$ cat config.mk
export PLATFORM = sky130hd
export DESIGN_NAME = wb_rr_arbiter_flat
export DESIGN_NICKNAME = d
export VERILOG_FILES = /design/src/rtl/wb_rr_arbiter_pkg.sv /design/src/rtl/wb_rr_arbiter_if.sv /design/src/rtl/wb_rr_arbiter_rr_pick.sv /design/src/rtl/wb_rr_arbiter.sv /design/src/flat_wrapper.sv
export SDC_FILE = /design/constraint.sdc
export NUM_CORES = 1
export LEC_CHECK = 0
export BUFFER_PORTS_ARGS = -buffer_cell sky130_fd_sc_hd__buf_2
export CAP_MARGIN = 20
export CORE_AREA = 2 2 106 108
export DETAILED_ROUTE_END_ITERATION = 12
export DIE_AREA = 0 0 108 110
export HOLD_SLACK_MARGIN = 0.02
export SLEW_MARGIN = 20
export SYNTH_ARGS = -nofsm -noshare
export SYNTH_HDL_FRONTEND = slang
export SYNTH_SLANG_ARGS = --single-unit
$ cat constraint.sdc
create_clock -name clk -period 1.3 [get_ports clk]
set_input_delay 0.195 -clock clk [delete_from_list [all_inputs] [get_ports clk]]
set_output_delay 0.195 -clock clk [all_outputs]
set_load 0.01 [all_outputs]
$ cat src/rtl/wb_rr_arbiter_pkg.sv
// Shared types and helpers for the Wishbone round-robin arbiter.
// Holds the FSM state encoding, default bus widths and the one-hot-to-index helper.
package wb_arb_pkg;

    typedef enum logic {
        ARB_IDLE  = 1'b0,
        ARB_GRANT = 1'b1
    } arb_state_t;

    localparam int WB_ADR_W = 32;
    localparam int WB_DAT_W = 32;

    // Supports up to 8 masters; callers zero-extend narrower grant vectors.
    function automatic logic [2:0] onehot_to_idx(input logic [7:0] oh);
        logic [2:0] idx;
        idx = 3'd0;
        for (int k = 0; k < 8; k++) begin
            idx = idx | (oh[k] ? 3'(k) : 3'd0);
        end
        return idx;
    endfunction

endpackage

$ cat src/rtl/wb_rr_arbiter_if.sv
// Bundle of per-master request lines and the shared Wishbone slave port.
// The arbiter takes the slave view; the masters and the downstream slave take the master view.
interface wb_rr_arbiter_if
    import wb_arb_pkg::*;
#(
    parameter int NUM_MASTERS = 2,
    parameter int ADR_W       = WB_ADR_W,
    parameter int DAT_W       = WB_DAT_W
);
    logic [NUM_MASTERS-1:0]       i_m_cyc;
    logic [NUM_MASTERS-1:0]       i_m_stb;
    logic [NUM_MASTERS-1:0]       i_m_we;
    logic [NUM_MASTERS*ADR_W-1:0] i_m_adr;
    logic [NUM_MASTERS*DAT_W-1:0] i_m_dat;
    logic [DAT_W-1:0]             o_m_dat;
    logic [NUM_MASTERS-1:0]       o_m_ack;
    logic [NUM_MASTERS-1:0]       o_grant;
    logic                         o_wb_cyc;
    logic                         o_wb_stb;
    logic                         o_wb_we;
    logic [ADR_W-1:0]             o_wb_adr;
    logic [DAT_W-1:0]             o_wb_dat;
    logic [DAT_W-1:0]             i_wb_dat;
    logic                         i_wb_ack;

    modport slave (
        input  i_m_cyc, i_m_stb, i_m_we, i_m_adr, i_m_dat, i_wb_dat, i_wb_ack,
        output o_m_dat, o_m_ack, o_grant, o_wb_cyc, o_wb_stb, o_wb_we, o_wb_adr, o_wb_dat
    );

    modport master (
        output i_m_cyc, i_m_stb, i_m_we, i_m_adr, i_m_dat, i_wb_dat, i_wb_ack,
        input  o_m_dat, o_m_ack, o_grant, o_wb_cyc, o_wb_stb, o_wb_we, o_wb_adr, o_wb_dat
    );

endinterface

$ cat src/rtl/wb_rr_arbiter_rr_pick.sv
// Combinational round-robin picker: scans requests starting just after the last
// granted index and returns the first requester as a one-hot vector.
module rr_pick #(
    parameter int N     = 2,
    parameter int IDX_W = (N > 1) ? $clog2(N) : 1
) (
    input  logic [N-1:0]     req_i,
    input  logic [IDX_W-1:0] last_i,
    output logic [N-1:0]     gnt_o,
    output logic             vld_o
);

    logic [N-1:0]   gnt_s;
    logic           found_s;
    logic [IDX_W:0] sum_s;
    logic [IDX_W:0] pos_s;
    logic           hit_s;

    // Walk last+1 .. last (mod N); the one extra index bit keeps the wrap exact.
    always_comb begin
        gnt_s   = '0;
        found_s = 1'b0;
        sum_s   = '0;
        pos_s   = '0;
        hit_s   = 1'b0;
        for (int i = 1; i <= N; i++) begin
            sum_s   = {1'b0, last_i} + (IDX_W+1)'(i);
            pos_s   = (sum_s >= (IDX_W+1)'(N)) ? (sum_s - (IDX_W+1)'(N)) : sum_s;
            hit_s   = ~found_s & req_i[pos_s[IDX_W-1:0]];
            gnt_s[pos_s[IDX_W-1:0]] = gnt_s[pos_s[IDX_W-1:0]] | hit_s;
            found_s = found_s | hit_s;
        end
    end

    assign gnt_o = gnt_s;
    assign vld_o = found_s;

endmodule

$ cat src/rtl/wb_rr_arbiter.sv
// Round-robin arbiter granting whole Wishbone tenures on one shared slave port.
// Grant is registered; the granted master's request is muxed onto the bus combinationally.
module wb_rr_arbiter
    import wb_arb_pkg::*;
#(
    parameter int NUM_MASTERS = 2,
    parameter int ADR_W       = WB_ADR_W,
    parameter int DAT_W       = WB_DAT_W
) (
    input logic              clk,
    input logic              reset_n,
    wb_rr_arbiter_if.slave   bus
);

    localparam int IDX_W = (NUM_MASTERS > 1) ? $clog2(NUM_MASTERS) : 1;

    arb_state_t             state_q, state_d;
    logic [NUM_MASTERS-1:0] grant_q, grant_d;
    logic [IDX_W-1:0]       last_q,  last_d;

    logic [NUM_MASTERS-1:0] win_s;
    logic                   win_vld_s;
    logic [7:0]             grant_ext_s;
    logic [2:0]             gidx_full_s;
    logic [IDX_W-1:0]       gidx_s;
    logic                   gcyc_s;

    logic                   wb_cyc_s;
    logic                   wb_stb_s;
    logic                   wb_we_s;
    logic [ADR_W-1:0]       wb_adr_s;
    logic [DAT_W-1:0]       wb_dat_s;
    logic [NUM_MASTERS-1:0] m_ack_s;

    rr_pick #(
        .N     (NUM_MASTERS),
        .IDX_W (IDX_W)
    ) u_pick (
        .req_i  (bus.i_m_cyc),
        .last_i (last_q),
        .gnt_o  (win_s),
        .vld_o  (win_vld_s)
    );

    // Index and cyc of the current grant holder.
    always_comb begin
        grant_ext_s = 8'(grant_q);
        gidx_full_s = onehot_to_idx(grant_ext_s);
        gidx_s      = gidx_full_s[IDX_W-1:0];
        gcyc_s      = |(bus.i_m_cyc & grant_q);
    end

    // Tenure FSM: grant is only taken from IDLE, so tenures are always separated by an idle cycle.
    always_comb begin
        state_d = state_q;
        grant_d = grant_q;
        last_d  = last_q;
        case (state_q)
            ARB_IDLE: begin
                if (win_vld_s) begin
                    state_d = ARB_GRANT;
                    grant_d = win_s;
                end else begin
                    grant_d = '0;
                end
            end
            ARB_GRANT: begin
                if (!gcyc_s) begin
                    state_d = ARB_IDLE;
                    grant_d = '0;
                    last_d  = gidx_s;
                end else begin
                    grant_d = grant_q;
                end
            end
            default: begin
                state_d = ARB_IDLE;
                grant_d = '0;
            end
        endcase
    end

    // Arbitration state registers.
    always_ff @(posedge clk or negedge reset_n) begin
        if (!reset_n) begin
            state_q <= ARB_IDLE;
            grant_q <= '0;
            last_q  <= IDX_W'(NUM_MASTERS - 1);
        end else begin
            state_q <= state_d;
            grant_q <= grant_d;
            last_q  <= last_d;
        end
    end

    // AND-OR mux keyed by the one-hot grant so non-granted inputs (even X) never reach the bus.
    always_comb begin
        wb_cyc_s = 1'b0;
        wb_stb_s = 1'b0;
        wb_we_s  = 1'b0;
        wb_adr_s = '0;
        wb_dat_s = '0;
        m_ack_s  = '0;
        if (state_q == ARB_GRANT) begin
            for (int k = 0; k < NUM_MASTERS; k++) begin
                wb_adr_s = wb_adr_s | (bus.i_m_adr[k*ADR_W +: ADR_W] & {ADR_W{grant_q[k]}});
                wb_dat_s = wb_dat_s | (bus.i_m_dat[k*DAT_W +: DAT_W] & {DAT_W{grant_q[k]}});
            end
            wb_cyc_s = gcyc_s;
            wb_stb_s = |(bus.i_m_stb & bus.i_m_cyc & grant_q);
            wb_we_s  = |(bus.i_m_we & grant_q);
            m_ack_s  = grant_q & {NUM_MASTERS{bus.i_wb_ack & wb_stb_s}};
        end else begin
            m_ack_s  = '0;
        end
    end

    assign bus.o_wb_cyc = wb_cyc_s;
    assign bus.o_wb_stb = wb_stb_s;
    assign bus.o_wb_we  = wb_we_s;
    assign bus.o_wb_adr = wb_adr_s;
    assign bus.o_wb_dat = wb_dat_s;
    assign bus.o_m_ack  = m_ack_s;
    assign bus.o_m_dat  = bus.i_wb_dat;
    assign bus.o_grant  = grant_q;

endmodule

$ cat src/flat_wrapper.sv
// flat-port wrapper written by rule: the top's interface ports become plain ports
module wb_rr_arbiter_flat import wb_arb_pkg::*;
#(
    parameter int NUM_MASTERS = 2,
    parameter int ADR_W       = WB_ADR_W,
    parameter int DAT_W       = WB_DAT_W
)
  (clk, reset_n, bus_i_m_cyc, bus_i_m_stb, bus_i_m_we, bus_i_m_adr, bus_i_m_dat, bus_i_wb_dat, bus_i_wb_ack, bus_o_m_dat, bus_o_m_ack, bus_o_grant, bus_o_wb_cyc, bus_o_wb_stb, bus_o_wb_we, bus_o_wb_adr, bus_o_wb_dat);
  wb_rr_arbiter_if #(.NUM_MASTERS(NUM_MASTERS), .ADR_W(ADR_W), .DAT_W(DAT_W)) bus_i ();
  input logic clk;
  input logic reset_n;
  input wire logic [$bits(bus_i.i_m_cyc)-1:0] bus_i_m_cyc;
  input wire logic [$bits(bus_i.i_m_stb)-1:0] bus_i_m_stb;
  input wire logic [$bits(bus_i.i_m_we)-1:0] bus_i_m_we;
  input wire logic [$bits(bus_i.i_m_adr)-1:0] bus_i_m_adr;
  input wire logic [$bits(bus_i.i_m_dat)-1:0] bus_i_m_dat;
  input wire logic [$bits(bus_i.i_wb_dat)-1:0] bus_i_wb_dat;
  input wire logic [$bits(bus_i.i_wb_ack)-1:0] bus_i_wb_ack;
  output wire logic [$bits(bus_i.o_m_dat)-1:0] bus_o_m_dat;
  output wire logic [$bits(bus_i.o_m_ack)-1:0] bus_o_m_ack;
  output wire logic [$bits(bus_i.o_grant)-1:0] bus_o_grant;
  output wire logic [$bits(bus_i.o_wb_cyc)-1:0] bus_o_wb_cyc;
  output wire logic [$bits(bus_i.o_wb_stb)-1:0] bus_o_wb_stb;
  output wire logic [$bits(bus_i.o_wb_we)-1:0] bus_o_wb_we;
  output wire logic [$bits(bus_i.o_wb_adr)-1:0] bus_o_wb_adr;
  output wire logic [$bits(bus_i.o_wb_dat)-1:0] bus_o_wb_dat;
  assign bus_i.i_m_cyc = bus_i_m_cyc;
  assign bus_i.i_m_stb = bus_i_m_stb;
  assign bus_i.i_m_we = bus_i_m_we;
  assign bus_i.i_m_adr = bus_i_m_adr;
  assign bus_i.i_m_dat = bus_i_m_dat;
  assign bus_i.i_wb_dat = bus_i_wb_dat;
  assign bus_i.i_wb_ack = bus_i_wb_ack;
  assign bus_o_m_dat = bus_i.o_m_dat;
  assign bus_o_m_ack = bus_i.o_m_ack;
  assign bus_o_grant = bus_i.o_grant;
  assign bus_o_wb_cyc = bus_i.o_wb_cyc;
  assign bus_o_wb_stb = bus_i.o_wb_stb;
  assign bus_o_wb_we = bus_i.o_wb_we;
  assign bus_o_wb_adr = bus_i.o_wb_adr;
  assign bus_o_wb_dat = bus_i.o_wb_dat;
  wb_rr_arbiter #(.NUM_MASTERS(NUM_MASTERS), .ADR_W(ADR_W), .DAT_W(DAT_W)) u_core (.clk(clk), .reset_n(reset_n), .bus(bus_i));
endmodule
==> run metrics <==
status finished, violations left; failing checks setup timing; placed inst area 2110 sq um; via density per instance approximately 4.1; Hold Crit Class in2reg; CTS Sinks 4; critical-path maximum fanout 18; critical path class reg2out; Syn Nets 307; drt total wl just over 6000 microns; Fill cells around 1200; core area between 10000 and 15000 sq um; Layout Cells excl Fill 453; Clock Latency Late Sink roughly 0.22 ns; CTS H-tree lvls 1; Max Cap Viol 0; number of global-route vias before repair 1543; Storage cell area between 100 and 150 sq um; Nets around 480; Syn. warnings 0; PD cells approximately 1600 nW/um^2; area of the multi-input gates roughly 720 sq um; Post-DRT Antenna Nets 0; endpoint type of the worst setup path output port; period utilization 121%; all-layer global routing usage ~8.5%; antenna cell count 0; sequential cell area fraction in the yosys report between 8 and 9%; P_leak 1.37 nW; Slew Viols, Final 0; Netlist Area Pre-Place 1150 sq um; commonest non-fill, non-tap cell in the layout buf_2; crit path DAT ~1.4 ns; RR Startpoint u_core.bus.o_grant[0]; Fin. Hold Viols 0; GPL Wtd Cong about 0.7; die area 11900 sq um; Peak Freq between 600 and 700 MHz; syn_area_per_cell around 8.4 sq um; Starting Density a little over a tenth; RR Endpoint u_core.last_q; Layout Skew roughly 0.0038 ns; IO buf count 207; final setup vio count 69; pin count of the biggest net entering global routing 32; setup slack, reg-to-reg roughly 0.19 ns; clock period minus worst slack 1.57 ns; share of layout cells above drive strength 1 between 70% and 80%; crit path launch u_core.state_q; DR WL/cell approximately 14 microns; Worst VDD drop about 0.00082 V; Worst-path clk slew roughly 0.04 ns; routed via count ~1800; # DRC 0; CP startpoint kind register; CP Capture Point bus_o_wb_adr[9]; initial antenna violation count 0; Layout area overhead 97.4%; DRT iter0 DRCs about 50; worst setup margin -0.272 ns; unrepaired setup endpoints after global routing yes; beginning of the worst hold path bus_i_m_cyc[1]; Detail Placement HPWL between 4000 and 5000 microns; CTS tree yes; first-pass GRT wire length just under 8000 microns; Worst-Margin Slew 0.138 ns; 1st-pass router iterations 4; synth unique cells 21; relative slew slack ~90%; cells after synthesis ~140; final core utilization 21.3%; cell area after layout ~2300 sq um; die outline width 108 microns; Num CTS Buffers 3; overall power 3.59 mW; gr ovfl total 0; most frequent cells in the layout 205 x buf_2, 64 x a22o_1, 4 x and2_4, 4 x buf_12, 4 x buf_4; Root Buffer clkbuf_8; Vert. Die Dim 110 microns; synthesized flop and latch total 4; Max clock buf depth 2; FF-to-FF path depth 4; Rows 38; Post-Place Cells around 440; I/O Pins roughly 270; CP required approximately 1.1 ns
[per-stage QoR]
stage | setup TNS (ns) | setup WS, ns | hold slack [ns]
finish | -15.52 | -0.272 | 0.297
floorplan | -2.44 | -0.0843 | -0.101
global route | -18.64 | -0.313 | 0.321
global placement | -1.81 | -0.145 | 0.00780
CTS | -15.95 | -0.288 | 0.293
detailed placement | -2.80 | -0.156 | 0.0102
[Yosys cell counts]
cell type	n	area, sq um
a21o_1	1	7.51
a21oi_1	1	5.00
a22o_1	65	569
a32o_1	2	20.0
and2_1	4	25.0
and3_1	2	12.5
buf_2	7	35.0
buf_4	35	263
buf_6	5	56.3
clkbuf_2	1	5.00
dfrtp_1	3	75.1
dfstp_2	1	26.3
inv_1	1	3.75
nand2_1	2	7.51
nand2b_1	1	6.26
nand3_1	1	5.00
nor2_1	2	7.51
nor3_1	1	5.00
o21ai_0	1	5.00
o21ai_1	1	5.00
o32a_1	1	10.0
[flip-flops by register name, indices dropped and copies added (netlist names)]
register            cells
u_core.last_q           1
u_core.bus.o_grant      2
u_core.state_q          1
[critical path, cell delays in order (launching register included)]
cell and delay [ns]:
dfrtp_1 0.38, and2_4 0.18, buf_12 0.16, a22o_4 0.28
buf_2 0.15
[per-layer routing]
| layer | GRT usage, % | vias up | part of all wire [%] |
|---|---|---|---|
| li1 | - | 862 | - |
| met1 | 11.3 | 868 | 41 |
| met2 | 14.2 | 105 | 49 |
| met3 | 1.59 | 6 | 8.7 |
| met4 | 2.11 | 0 | 0.65 |
| met5 | 0 | - | 0 |
[worst min path at each step]
stage	to	slack, ns	cells after the start
2_1_floorplan	u_core.bus.o_grant[0]	-0.10	0
3_3_place_gp	u_core.state_q	0.008	1
3_5_place_dp	u_core.state_q	0.01	1
4_1_cts	u_core.bus.o_grant[1]	0.29	3
5_1_grt	u_core.bus.o_grant[1]	0.32	3
6_report	u_core.bus.o_grant[1]	0.30	3
[logic make-up after synthesis]
group,Yosys count,share of synthesized area [%]
AO/OA/AOI/OAI,72,53.8
buffers and inverters,49,31.4
flip-flops,4,8.78
AND/OR/NAND/NOR,13,5.96
[repair_timing]
action / 4_1_cts / 5_1_grt
cloned: 2 / 0
pin swaps: 5 / 2
hold buffers: 1 / 0
setup endpoints to repair: 69 / 69
endpoints found under the hold margin: 4 / 0
resized for setup: 9 / 4
buffers inserted: 2 / 0
[power breakdown]
group / switching [mW] / internal, mW
Clock: 0.0780 / 0.211
Combinational: 1.50 / 1.57
Sequential: 0.0349 / 0.192
Total: 1.62 / 1.97
[layout make-up]
type,count,share of cell area (%)
well taps,140,7.68
inverters,1,0.165
multi-input cells,85,31.6
flip-flops and latches,4,4.45
clock buffers,4,1.98
repair buffers,219,54.2
No activity file was read; power rests on OpenSTA's default activity.
